**src/rtl/cla_seq_adder.sv**
```systemverilog
// cla_seq_adder: multi-byte adder that time-shares a single 8-bit carry-lookahead
// adder, one byte per cycle, LSB first, with a registered inter-byte carry.
// Optional feature macro: CLASEQ_SUB_EN adds the 'sub' port (A - B via ~B + 1).
module cla_seq_adder #(
  parameter int unsigned NBYTES = 4
) (
  input  logic                  clk,
  input  logic                  rst_n,
  input  logic                  start_valid,
  output logic                  start_ready,
  input  logic [8*NBYTES-1:0]   a_in,
  input  logic [8*NBYTES-1:0]   b_in,
  input  logic                  cin,
`ifdef CLASEQ_SUB_EN
  input  logic                  sub,
`endif
  output logic                  res_valid,
  input  logic                  res_ready,
  output logic [8*NBYTES-1:0]   sum,
  output logic                  cout,
  output logic                  ovf,
  output logic                  busy
);

  localparam int unsigned W    = 8 * NBYTES;
  localparam int unsigned IdxW = $clog2(NBYTES);
  localparam logic [IdxW-1:0] IdxLast = IdxW'(NBYTES - 1);

  typedef enum logic [1:0] {StIdle, StRun, StDone} state_e;

  state_e          state_q, state_d;
  logic [IdxW-1:0] idx_q, idx_d;
  logic            carry_q, carry_d;
  logic [W-1:0]    a_q, a_d;
  logic [W-1:0]    b_q, b_d;
  logic [W-1:0]    sum_q, sum_d;
  logic            cout_q, cout_d;
  logic            ovf_q, ovf_d;

  // Operand/carry values captured on accept; subtraction stores ~B and forces carry-in to 1.
  logic         sub_op;
  logic [W-1:0] b_load;
  logic         carry_load;

`ifdef CLASEQ_SUB_EN
  assign sub_op = sub;
`else
  assign sub_op = 1'b0;
`endif

  assign b_load     = sub_op ? ~b_in : b_in;
  assign carry_load = sub_op ? 1'b1 : cin;

  // Byte slice feeding the shared CLA8 this cycle.
  logic [7:0] byte_a, byte_b;
  assign byte_a = a_q[8*idx_q +: 8];
  assign byte_b = b_q[8*idx_q +: 8];

  logic [7:0] cla_g, cla_p;
  logic [8:0] cla_c;
  logic [8:0] cla_sum;
  logic       cla_acc, cla_prop;

  // CLA8: every carry is formed directly from generate/propagate terms and the carry-in.
  always_comb begin
    cla_g    = byte_a & byte_b;
    cla_p    = byte_a ^ byte_b;
    cla_c    = '0;
    cla_acc  = 1'b0;
    cla_prop = 1'b1;
    cla_c[0] = carry_q;
    for (int i = 1; i <= 8; i++) begin
      cla_acc  = 1'b0;
      cla_prop = 1'b1;
      for (int j = i - 1; j >= 0; j--) begin
        cla_acc  = cla_acc | (cla_prop & cla_g[j]);
        cla_prop = cla_prop & cla_p[j];
      end
      cla_c[i] = cla_acc | (cla_prop & carry_q);
    end
    cla_sum = {cla_c[8], cla_p ^ cla_c[7:0]};
  end

  // Next-state and datapath update for the IDLE -> RUN -> DONE sequence.
  always_comb begin
    state_d = state_q;
    idx_d   = idx_q;
    carry_d = carry_q;
    a_d     = a_q;
    b_d     = b_q;
    sum_d   = sum_q;
    cout_d  = cout_q;
    ovf_d   = ovf_q;
    unique case (state_q)
      StIdle: begin
        if (start_valid) begin
          a_d     = a_in;
          b_d     = b_load;
          carry_d = carry_load;
          idx_d   = '0;
          state_d = StRun;
        end
      end
      StRun: begin
        sum_d[8*idx_q +: 8] = cla_sum[7:0];
        carry_d             = cla_sum[8];
        if (idx_q == IdxLast) begin
          cout_d  = cla_sum[8];
          ovf_d   = (byte_a[7] == byte_b[7]) & (cla_sum[7] != byte_a[7]);
          // Park the index at 0 so it never passes NBYTES-1.
          idx_d   = '0;
          state_d = StDone;
        end else begin
          idx_d = idx_q + IdxW'(1);
        end
      end
      StDone: begin
        if (res_ready) state_d = StIdle;
      end
      default: state_d = StIdle;
    endcase
  end

  // State registers with synchronous active-low reset; handshake flags registered from state_d.
  always_ff @(posedge clk) begin
    if (!rst_n) begin
      state_q     <= StIdle;
      idx_q       <= '0;
      carry_q     <= 1'b0;
      a_q         <= '0;
      b_q         <= '0;
      sum_q       <= '0;
      cout_q      <= 1'b0;
      ovf_q       <= 1'b0;
      start_ready <= 1'b1;
      busy        <= 1'b0;
      res_valid   <= 1'b0;
    end else begin
      state_q     <= state_d;
      idx_q       <= idx_d;
      carry_q     <= carry_d;
      a_q         <= a_d;
      b_q         <= b_d;
      sum_q       <= sum_d;
      cout_q      <= cout_d;
      ovf_q       <= ovf_d;
      start_ready <= (state_d == StIdle);
      busy        <= (state_d == StRun);
      res_valid   <= (state_d == StDone);
    end
  end

  assign sum  = sum_q;
  assign cout = cout_q;
  assign ovf  = ovf_q;

endmodule

```
**config.mk**
```make
export PLATFORM = sky130hd
export DESIGN_NAME = cla_seq_adder
export DESIGN_NICKNAME = d
export VERILOG_FILES = /design/src/rtl/cla_seq_adder.sv
export SDC_FILE = /design/constraint.sdc
export NUM_CORES = 1
export LEC_CHECK = 0
export BUFFER_PORTS_ARGS = -buffer_cell sky130_fd_sc_hd__clkbuf_2
export CORE_MARGIN = 1.5
export CORE_UTILIZATION = 35
export DETAILED_ROUTE_END_ITERATION = 7
export SYNTH_ARGS = -nofsm -noshare
export SYNTH_HDL_FRONTEND = slang
export SYNTH_SLANG_ARGS = --single-unit
```
**constraint.sdc**
```tcl
create_clock -name clk -period 3 [get_ports clk]
set_input_delay 0.15 -clock clk [delete_from_list [all_inputs] [get_ports clk]]
set_output_delay 0.15 -clock clk [all_outputs]
set_load 0.01 [all_outputs]
```
==> flow_summary.yaml <==
timing:
  drv_slew: 0
  period_share_pct: 92.1
  fmax_mhz: 362
  slew_headroom_pct: 40.1
  setup_viol: 0
  finalSetupTns_ns: 0
  finalHoldViolations: 0
  rsz0062_at_grt: "no"
  layout_min_cycle_time_ns: 2.76
  skew_ns: 0.00689
  worst_pin_slew_ns: 0.898
finish:
  syn_to_final_growth_pct: 22.3
  regArea_um2: 2120
  layout_commonest_cell: "nand2_1"
  n_antenna_cell: 0
  final_cell_mix: "nand2_1, dfxtp_1, clkbuf_2"
  nets: 678
  final_area_um2: 5800
  n_fill_cell: 1312
  multi_input_area_um2: 2480
  drive_gt1_share_pct: 26.8
synth:
  syn-num-nets: 584
  synth_top_area_cell: "dfxtp_1"
  synth_cell_type_count: 42
  ys_ff_latch: 106
  synth_compound_area_share_pct: 18.5
  yosys-top-cells-area: "dfxtp_1, nand2_1, a21boi_0"
  synth_area_per_cell_um2: 9.50
  synthAdderAreaFrac_pct: 4.38
  synthArstFlopShare_pct: 0
  synth_xor_area_share_pct: 1.11
  synthSimpleGateAreaFrac_pct: 20.3
  synth_flop_cell: "dfxtp_1"
  synth_top_area_share_pct: 44.7
  yosysWarningCount: 0
  synth-seq-area-share_pct: 44.7
  synth_area_um2: 4740
  synth_top_family_by_area: "simple AND/OR/NAND/NOR gates"
  synth_edf_count: 0
  syn_inst: 499
  synthMuxAreaShare_pct: 7.81
pwr:
  worst_ir_drop_vdd_mv: 0.248
  leakage_nw: 2.32
  p_per_area_nw_per_um2: 560
worst_setup_path:
  crit_fanout: 16
  worstSetupPathType: "flip-flop to flip-flop"
  reg2regPathDepth: 8
  crit_end: "sum[6]"
  cp-startpoint: "idx_q[0]"
  rrSetupSlack_ns: 0.24
  r2r-start: "idx_q[0]"
  r2r_end: "sum[6]"
  arrival_ns: 2.99
  start_kind: "flip-flop"
  required_ns: 3.22
  critPathCaptureType: "flip-flop"
routing:
  antenna_left: 0
  drc: 0
  met2_length_mm: 5.54
  wl_met1_mm: 5.70
  first_pass_iters: 4
  vias_per_cell: 4.88
  top_layer_used: "met4"
  dr_wl_met3_um: 620
  detail_route.wl_per_cell_um: 15.5
  drt_iter0_markers: 184
  vias: 3779
  wl_mm: 12.0
die:
  start_util_pct: 35.8
  die_height_um: 119
  dieArea_um2: 14300
  core_area_um2: 13200
  top_level_ports: 106
  die_w_um: 119
  num_rows: 42
place:
  place.gp.congestion: 0.875
  dpl-instance-area_um2: 5440
  dp_hpwl_mm: 9.10
  io_buffer_count: 105
cts:
  h-tree-depth: 3
  cts_tree: "yes"
  cts_buffers: 9
  cts_buffer_depth: 2
  cts.clk_slew.worst_paths_ns: 0.07
  cts_root_buf: "clkbuf_16"
  hold_buffers: 0
  insertion_delay_ns: 0.35
  cts_num_sinks: 106
grt:
  antenna_found_initial: 0
  grt-ovfl-total: 0
  grt_pass1_wl_mm: 19.3
  grt_usage_pct: 17.4
  grt_pass1_vias: 3770
  grt_max_degree: 65
worst_hold_path:
  min_path_type: "primary input to flip-flop"
status:
  status: "complete, no violations"
run:
  drv_cap: 0
-- critical path, stage by stage (launching register included) --
cell      delay, ns
dfxtp_1        0.38
buf_12         0.19
mux4_2         0.55
ha_1           0.33
a211oi_1       0.37
nor3_1         0.15
nor3_1         0.23
xor2_1         0.31
o21ai_1        0.13
-- through the flow --
stage	std cells	hold WS, ns	total power [mW]	utilization, %	setup WS, ns
6_report	774	0.0236	3.25	43.8	0.236
5_1_grt	774	0.0322	3.38	43.8	0.0412
4_1_cts	774	0.0154	3.28	43.7	0.184
3_5_place_dp	758	0.389	1.91	41.1	0.208
3_3_place_gp	758	0.383	1.90	41.1	0.286
2_1_floorplan	499	0.295	1.77	-	0.0219
-- worst min path at each step --
| stage | to | cells past startpoint | startpoint |
|---|---|---|---|
| final | b_q[17] | 3 | b_in[17] |
| after global routing | b_q[17] | 3 | b_in[17] |
| after CTS | b_q[17] | 3 | b_in[17] |
| after detailed placement | b_q[17] | 3 | b_in[17] |
| after global placement | b_q[26] | 3 | b_in[26] |
| after floorplan | b_q[12] | 2 | b_in[12] |
-- synth_stat cells, types with 3 or more instances --
library cell,count
nand3_1,14
ha_1,15
clkbuf_1,19
o21ai_0,3
nor3b_1,5
a22oi_1,21
inv_1,4
nor2_1,4
o21ai_1,12
a21oi_1,4
a21boi_0,65
nand2_1,141
dfxtp_1,106
buf_2,8
nor2b_1,21
nor4b_4,3
mux4_2,16
xor2_1,4
-- where the power goes --
group	internal (mW)	total (mW)	switching (mW)
sequential	1.47	1.50	0.0353
clock	0.858	1.37	0.511
combinational	0.163	0.378	0.215
total	2.49	3.25	0.761
-- state kept, by name, indices dropped and copies added, names as in the netlist --
signal       count
a_q             32
b_q             32
busy             1
carry_q          1
cout             1
idx_q            2
ovf              1
res_valid        1
start_ready      1
state_q          2
sum             32
-- metal layers --
layer  vias up  global-route usage [%]
li1       1908                       -
met1      1762                    23.1
met2        94                    28.4
met3        15                    3.98
met4         0                    5.28
met5         -                       0
-- what timing repair did --
action	in CTS	in global routing
buffers inserted	0	0
resized for setup	0	1
setup endpoints to repair	0	2
-- kinds of logic (layout without fill, tap and decap cells) --
logic type,Yosys count,count (layout)
simple gates,200,200
compound gates,119,119
buf+inv,35,134
xor+xnor,6,6
fa+ha+maj,16,16
flops,106,106
mux,17,17
-- area by class of cell --
class | count | area share, %
inverter | 4 | 0.259
multi-input combinational | 358 | 42.8
clock buffer | 11 | 4.36
clock inverter | 5 | 1.73
sequential | 106 | 36.6
tap | 176 | 3.80
timing repair buffer | 114 | 10.4
No activity file was read; power rests on OpenSTA's default activity.
